[src/rtl/pipe_stage_reg_pkg.sv]
// Shared defaults and handshake FSM encoding for the MIPS32 inter-stage pipeline register.
// Used by every file of pipe_stage_reg; the optional skid buffer is selected by PIPE_SKID_EN.
package pipe_pkg;
  localparam int DEF_CTL_W    = 2;
  localparam int DEF_DATA_W   = 32;
  localparam int DEF_NUM_DATA = 2;
  localparam int DEF_ADDR_W   = 5;

  typedef enum logic [1:0] {
    ST_EMPTY = 2'd0,
    ST_FULL  = 2'd1,
    ST_SKID  = 2'd2
  } state_t;
endpackage

[src/rtl/pipe_stage_reg_if.sv]
// One side of a pipeline-stage link: beat payload plus valid/ready handshake.
// A beat transfers on a rising edge where valid and ready are both 1; master holds valid and payload until then.
interface pipe_stage_reg_if
  import pipe_pkg::*;
#(
  parameter int CTL_W    = DEF_CTL_W,
  parameter int DATA_W   = DEF_DATA_W,
  parameter int NUM_DATA = DEF_NUM_DATA,
  parameter int ADDR_W   = DEF_ADDR_W
) ();
  logic                       valid;
  logic                       ready;
  logic [CTL_W-1:0]           ctl;
  logic [NUM_DATA*DATA_W-1:0] data;
  logic [ADDR_W-1:0]          addr;

  modport master (output valid, output ctl, output data, output addr, input ready);
  modport slave  (input valid, input ctl, input data, input addr, output ready);
endinterface

[src/rtl/pipe_stage_reg_payload.sv]
// Enable-loaded payload register {ctl, data, addr} with synchronous clear.
module pipe_payload_reg #(
  parameter int W = 8
) (
  input  logic         clk,
  input  logic         reset,
  input  logic         load,
  input  logic [W-1:0] d,
  output logic [W-1:0] q
);
  always_ff @(posedge clk) begin
    if (reset) begin
      q <= '0;
    end else if (load) begin
      q <= d;
    end
  end
endmodule

[src/rtl/pipe_stage_reg.sv]
// Inter-stage pipeline register with valid/ready back-pressure, flush and bubble gating.
// Define PIPE_SKID_EN for the 2-entry skid version with a fully registered in_ready.
module pipe_stage_reg
  import pipe_pkg::*;
#(
  parameter int CTL_W    = DEF_CTL_W,
  parameter int DATA_W   = DEF_DATA_W,
  parameter int NUM_DATA = DEF_NUM_DATA,
  parameter int ADDR_W   = DEF_ADDR_W
) (
  input  logic             clk,
  input  logic             reset,
  input  logic             flush,
  pipe_stage_reg_if.slave  up,
  pipe_stage_reg_if.master down,
  output state_t           state
);
  localparam int PAY_W = CTL_W + NUM_DATA * DATA_W + ADDR_W;

  state_t           state_q, state_d;
  logic [PAY_W-1:0] in_pay, main_d, main_q;
  logic             main_load, in_ready, out_valid, in_fire, out_fire;
`ifdef PIPE_SKID_EN
  logic [PAY_W-1:0] skid_q;
  logic             skid_load;
`endif

  assign in_pay    = {up.ctl, up.data, up.addr};
  assign out_valid = (state_q != ST_EMPTY);
`ifdef PIPE_SKID_EN
  assign in_ready  = (state_q != ST_SKID);
`else
  assign in_ready  = down.ready | ~out_valid;
`endif
  assign in_fire   = up.valid & in_ready;
  assign out_fire  = out_valid & down.ready;

  always_comb begin
    state_d   = state_q;
    main_load = 1'b0;
    main_d    = in_pay;
`ifdef PIPE_SKID_EN
    skid_load = 1'b0;
`endif
    // Flush leaves the payload registers untouched; only validity is dropped.
    if (flush) begin
      state_d = ST_EMPTY;
    end else begin
      case (state_q)
        ST_EMPTY: begin
          if (in_fire) begin
            state_d   = ST_FULL;
            main_load = 1'b1;
          end
        end
        ST_FULL: begin
          if (in_fire && down.ready) begin
            main_load = 1'b1;
`ifdef PIPE_SKID_EN
          end else if (in_fire) begin
            state_d   = ST_SKID;
            skid_load = 1'b1;
`endif
          end else if (out_fire) begin
            state_d = ST_EMPTY;
          end
        end
        ST_SKID: begin
`ifdef PIPE_SKID_EN
          if (down.ready) begin
            state_d   = ST_FULL;
            main_load = 1'b1;
            main_d    = skid_q;
          end
`else
          state_d = ST_EMPTY;
`endif
        end
        default: state_d = ST_EMPTY;
      endcase
    end
  end

  always_ff @(posedge clk) begin
    if (reset) begin
      state_q <= ST_EMPTY;
    end else begin
      state_q <= state_d;
    end
  end

  pipe_payload_reg #(.W(PAY_W)) u_main (
    .clk   (clk),
    .reset (reset),
    .load  (main_load),
    .d     (main_d),
    .q     (main_q)
  );

`ifdef PIPE_SKID_EN
  pipe_payload_reg #(.W(PAY_W)) u_skid (
    .clk   (clk),
    .reset (reset),
    .load  (skid_load),
    .d     (in_pay),
    .q     (skid_q)
  );
`endif

  // Control is zeroed on bubbles so an invalid slot can never write the register file.
  assign down.valid = out_valid;
  assign down.ctl   = out_valid ? main_q[PAY_W-1 -: CTL_W] : '0;
  assign down.data  = main_q[ADDR_W +: NUM_DATA * DATA_W];
  assign down.addr  = main_q[ADDR_W-1:0];
  assign up.ready   = in_ready;
  assign state      = state_q;
endmodule
[src/flat_wrapper.sv]
// flat-port wrapper written by rule: the top's interface ports become plain ports
module pipe_stage_reg_flat import pipe_pkg::*;
#(
  parameter int CTL_W    = DEF_CTL_W,
  parameter int DATA_W   = DEF_DATA_W,
  parameter int NUM_DATA = DEF_NUM_DATA,
  parameter int ADDR_W   = DEF_ADDR_W
)
  (clk, reset, flush, state, up_valid, up_ctl, up_data, up_addr, up_ready, down_valid, down_ctl, down_data, down_addr, down_ready);
  pipe_stage_reg_if #(.CTL_W(CTL_W), .DATA_W(DATA_W), .NUM_DATA(NUM_DATA), .ADDR_W(ADDR_W)) up_i ();
  pipe_stage_reg_if #(.CTL_W(CTL_W), .DATA_W(DATA_W), .NUM_DATA(NUM_DATA), .ADDR_W(ADDR_W)) down_i ();
  input  logic clk;
  input  logic reset;
  input  logic flush;
  output state_t state;
  input wire logic [$bits(up_i.valid)-1:0] up_valid;
  input wire logic [$bits(up_i.ctl)-1:0] up_ctl;
  input wire logic [$bits(up_i.data)-1:0] up_data;
  input wire logic [$bits(up_i.addr)-1:0] up_addr;
  output wire logic [$bits(up_i.ready)-1:0] up_ready;
  output wire logic [$bits(down_i.valid)-1:0] down_valid;
  output wire logic [$bits(down_i.ctl)-1:0] down_ctl;
  output wire logic [$bits(down_i.data)-1:0] down_data;
  output wire logic [$bits(down_i.addr)-1:0] down_addr;
  input wire logic [$bits(down_i.ready)-1:0] down_ready;
  assign up_i.valid = up_valid;
  assign up_i.ctl = up_ctl;
  assign up_i.data = up_data;
  assign up_i.addr = up_addr;
  assign up_ready = up_i.ready;
  assign down_valid = down_i.valid;
  assign down_ctl = down_i.ctl;
  assign down_data = down_i.data;
  assign down_addr = down_i.addr;
  assign down_i.ready = down_ready;
  pipe_stage_reg #(.CTL_W(CTL_W), .DATA_W(DATA_W), .NUM_DATA(NUM_DATA), .ADDR_W(ADDR_W)) u_core (.clk(clk), .reset(reset), .flush(flush), .up(up_i), .down(down_i), .state(state));
endmodule
[config.mk]
export PLATFORM = sky130hd
export DESIGN_NAME = pipe_stage_reg_flat
export DESIGN_NICKNAME = d
export VERILOG_FILES = /design/src/rtl/pipe_stage_reg_pkg.sv /design/src/rtl/pipe_stage_reg_if.sv /design/src/rtl/pipe_stage_reg_payload.sv /design/src/rtl/pipe_stage_reg.sv /design/src/flat_wrapper.sv
export SDC_FILE = /design/constraint.sdc
export NUM_CORES = 1
export LEC_CHECK = 0
export ABC_AREA = 1
export CORE_MARGIN = 2
export CORE_UTILIZATION = 44
export DETAILED_ROUTE_END_ITERATION = 7
export GPL_TIMING_DRIVEN = 0
export MAX_ROUTING_LAYER = met4
export PLACE_DENSITY = 0.81
export SLEW_MARGIN = 20
export SYNTH_ARGS = -nofsm -noshare
export SYNTH_HDL_FRONTEND = slang
export SYNTH_SLANG_ARGS = --single-unit
[constraint.sdc]
create_clock -name clk -period 1.3 [get_ports clk]
set_input_delay 0.195 -clock clk [delete_from_list [all_inputs] [get_ports clk]]
set_output_delay 0.195 -clock clk [all_outputs]
set_load 0.05 [all_outputs]
==> run metrics <==
worst hold stages 4; Die W 96.5 um; RSZ-0062 raised after global routing true; Synth Area in Adders 0%; Synth Area in XOR/XNOR 0%; Total Wirelength slightly below 10 mm; largest family of logic cells by synthesized area buffers and inverters; warnings from Yosys 0; total CTS buffers 9; critical path data arrival time 1110 ps; initial antenna violation count 0; Yosys cell types 17; Psw roughly 1900 uW; Post-DP Area 5400 sq um; largest net degree at the start of global routing 20; Synth Area in Simple Gates ~24%; element type at the critical path end output pin; Hold/Removal Path Class in -> reg; clk_lat worst skew 340 ps; critical path class reg -> out; failing checks setup timing; reg2reg path depth 6; hold_buf cts 0; Sw Share approximately 31%; Crit path required time around 1100 ps; Net Count, Synth just over 600; Std-Cell Rows 33; Worst VDD drop ~0.54 mV; DR vias about 3800; Comb pwr share 27.3%; Area Growth Syn to Fin 43.1%; Mean Syn Cell Area roughly 7 sq um; Max Root-Sink Buffers 2; layout cell share with drive strength beyond 1 around 28%; global-route usage over all layers between 20 and 25%; n_diodes 0; status finished with violations; hpwl dp ~7 mm; Hold Fails Final Rpt 0; Overflow after GRT 0; CP Max Fanout 8; Die Ht just under 100 um; Leak 0.00292 uW; Mapped Area 3770 sq um; via/cell ratio approximately 4.6; setup ws final -4.95 ps; clock transition at the registers of the reported paths ~70 ps; internal power approximately 4200 uW; Initial Util 45.6%; vias in the first global route ~3300; final worst path period share 100%; CTS tree yes; wire length on met2 ~4.8 mm; Design Area, Final approximately 5400 sq um; Core ar. ~8300 sq um; skew final approximately 7.4 ps; Slew Limit Fails 0; die area around 9300 sq um; first-pass GRT wire length between 10 and 15 mm; Clock Sinks between 70 and 80; Wirelength per Cell around 12 um; CTS H-tree lvls 3; PD cells around 1100 nW/um^2; Port Buffers roughly 150; Setup Viol. Count Final 1; Fmax between 0.7 and 0.8 GHz; share of power burned in registers 39.7%; WL met3 around 640 um; Root Driver clkbuf_8; IO Pins about 150; DR top layer met4; max cap viols 0; register area share after synthesis 38.2%; DRT Pass-1 Iters 5; Fillers about 760; post-route antenna net violation count 0; clock network power share around 33%; drt initial violations approximately 120; Nets 788; Compound-Gate Fraction of Synth Area about a tenth; Post-route DRC 0; Placer Congestion 0.834; M1 wire length 4.30 mm; Seq cells post-synth between 70 and 80; Synth Instances around 550; Fin Hold WS around 350 ps; mux cell area share after synthesis 0%; min Tclk post-route roughly 1300 ps; Worst Setup Start Kind flop
## layout make-up
type                    instances  area, sq um  area share (%)
plain buffers                 105          763            14.2
inverters                      76          285            5.29
multi-input cells             291         1300            24.0
flip-flops and latches         72         1450            26.8
repair buffers                157         1240            23.0
clock inverters                 5         77.6            1.44
well taps                     105          131            2.44
clock buffers                  11          153            2.83
## sequential cells by signal, summed over array words and instances (netlist names)
signal and cells:
u_core.state 1, u_core.u_main.q 71
## synthesized netlist by cell type
| library cell | n | area share, % |
|---|---|---|
| inv_2 | 2 | 0.20 |
| buf_6 | 6 | 1.8 |
| buf_1 | 6 | 0.60 |
| buf_2 | 13 | 1.7 |
| conb_1 | 1 | 0.10 |
| dfxtp_1 | 72 | 38 |
| nor3_1 | 1 | 0.13 |
| nand2_2 | 1 | 0.17 |
| buf_8 | 1 | 0.40 |
| clkbuf_1 | 7 | 0.70 |
| nor2_1 | 71 | 7.1 |
| nor2_4 | 1 | 0.30 |
| nand3_1 | 71 | 9.4 |
| a21oi_1 | 72 | 9.6 |
| inv_1 | 74 | 7.4 |
| buf_4 | 75 | 15 |
| nand2_1 | 73 | 7.3 |
## kinds of logic after synthesis
logic type | count (synthesis)
and+or+nand+nor | 218
buffers and inverters | 184
other | 1
DFF | 72
AOI/OAI and AO/OA | 72
## critical path, cell delays in order, from the launching register on
cell and delay (ps):
dfxtp_4 400, nand2_8 80, buf_12 140, buf_12 140
## timing repair
action                                  4_1_cts  5_1_grt
gates resized for setup                     385        7
setup buffers                                 2        5
cloned                                        0        1
pin swaps                                     1        2
endpoints found under the setup margin      104       15
## power groups by stage
stage | combinational, uW | clock, uW | sequential [uW]
final | 1680 | 2030 | 2440
after detailed placement | 1790 | 0 | 2480
after global routing | 1800 | 2150 | 2450
after global placement | 1760 | 0 | 2480
after floorplan | 1180 | 0 | 2470
after CTS | 1670 | 2060 | 2440
## final timing paths
| check | from | endpoint | slack, ps |
|---|---|---|---|
| worst max-delay path | u_core.state[0] | up_ready | -5 |
| worst min-delay path | down_ready | u_core.state[0] | 350 |
| worst max register to register | u_core.state[0] | u_core.u_main.q[18] | 90 |
| worst min register to register | u_core.u_main.q[13] | u_core.u_main.q[13] | 490 |
## metrics by stage
step / setup TNS, ps / instances / worst slack (ps) / util [%] / power, uW
finish: -4.95 / 822 / -4.95 / 65.3 / 6150
global route: -54.0 / 822 / -53.3 / 65.3 / 6410
CTS: -33.5 / 816 / -33.5 / 64.3 / 6160
detailed placement: -32570 / 801 / -1050 / 65.3 / 4280
global placement: -30120 / 801 / -1040 / 65.3 / 4240
floorplan: 0 / 547 / 15.8 / - / 3650
## routing by layer
layer | up-vias | GRT usage (%)
met1 | 1720 | 25.9
li1 | 1943 | -
met3 | 17 | 3.49
met2 | 126 | 34.0
met4 | 0 | 7.51
met5 | - | -
## cell usage in the layout, fill, tap and decap left out, types with 2 or more instances in the layout
cell and n:
buf_2 84, inv_1 72, clkdlybuf4s50_1 74, dfxtp_1 71, buf_6 7, clkbuf_16 2
nand2_1 73, a21oi_1 72, buf_12 3, clkinv_2 2, nor2_1 71, bufinv_16 2
nand3_1 71, clkbuf_8 9, buf_4 82, inv_2 4, clkbuf_1 7
No activity file was read; power rests on OpenSTA's default activity.
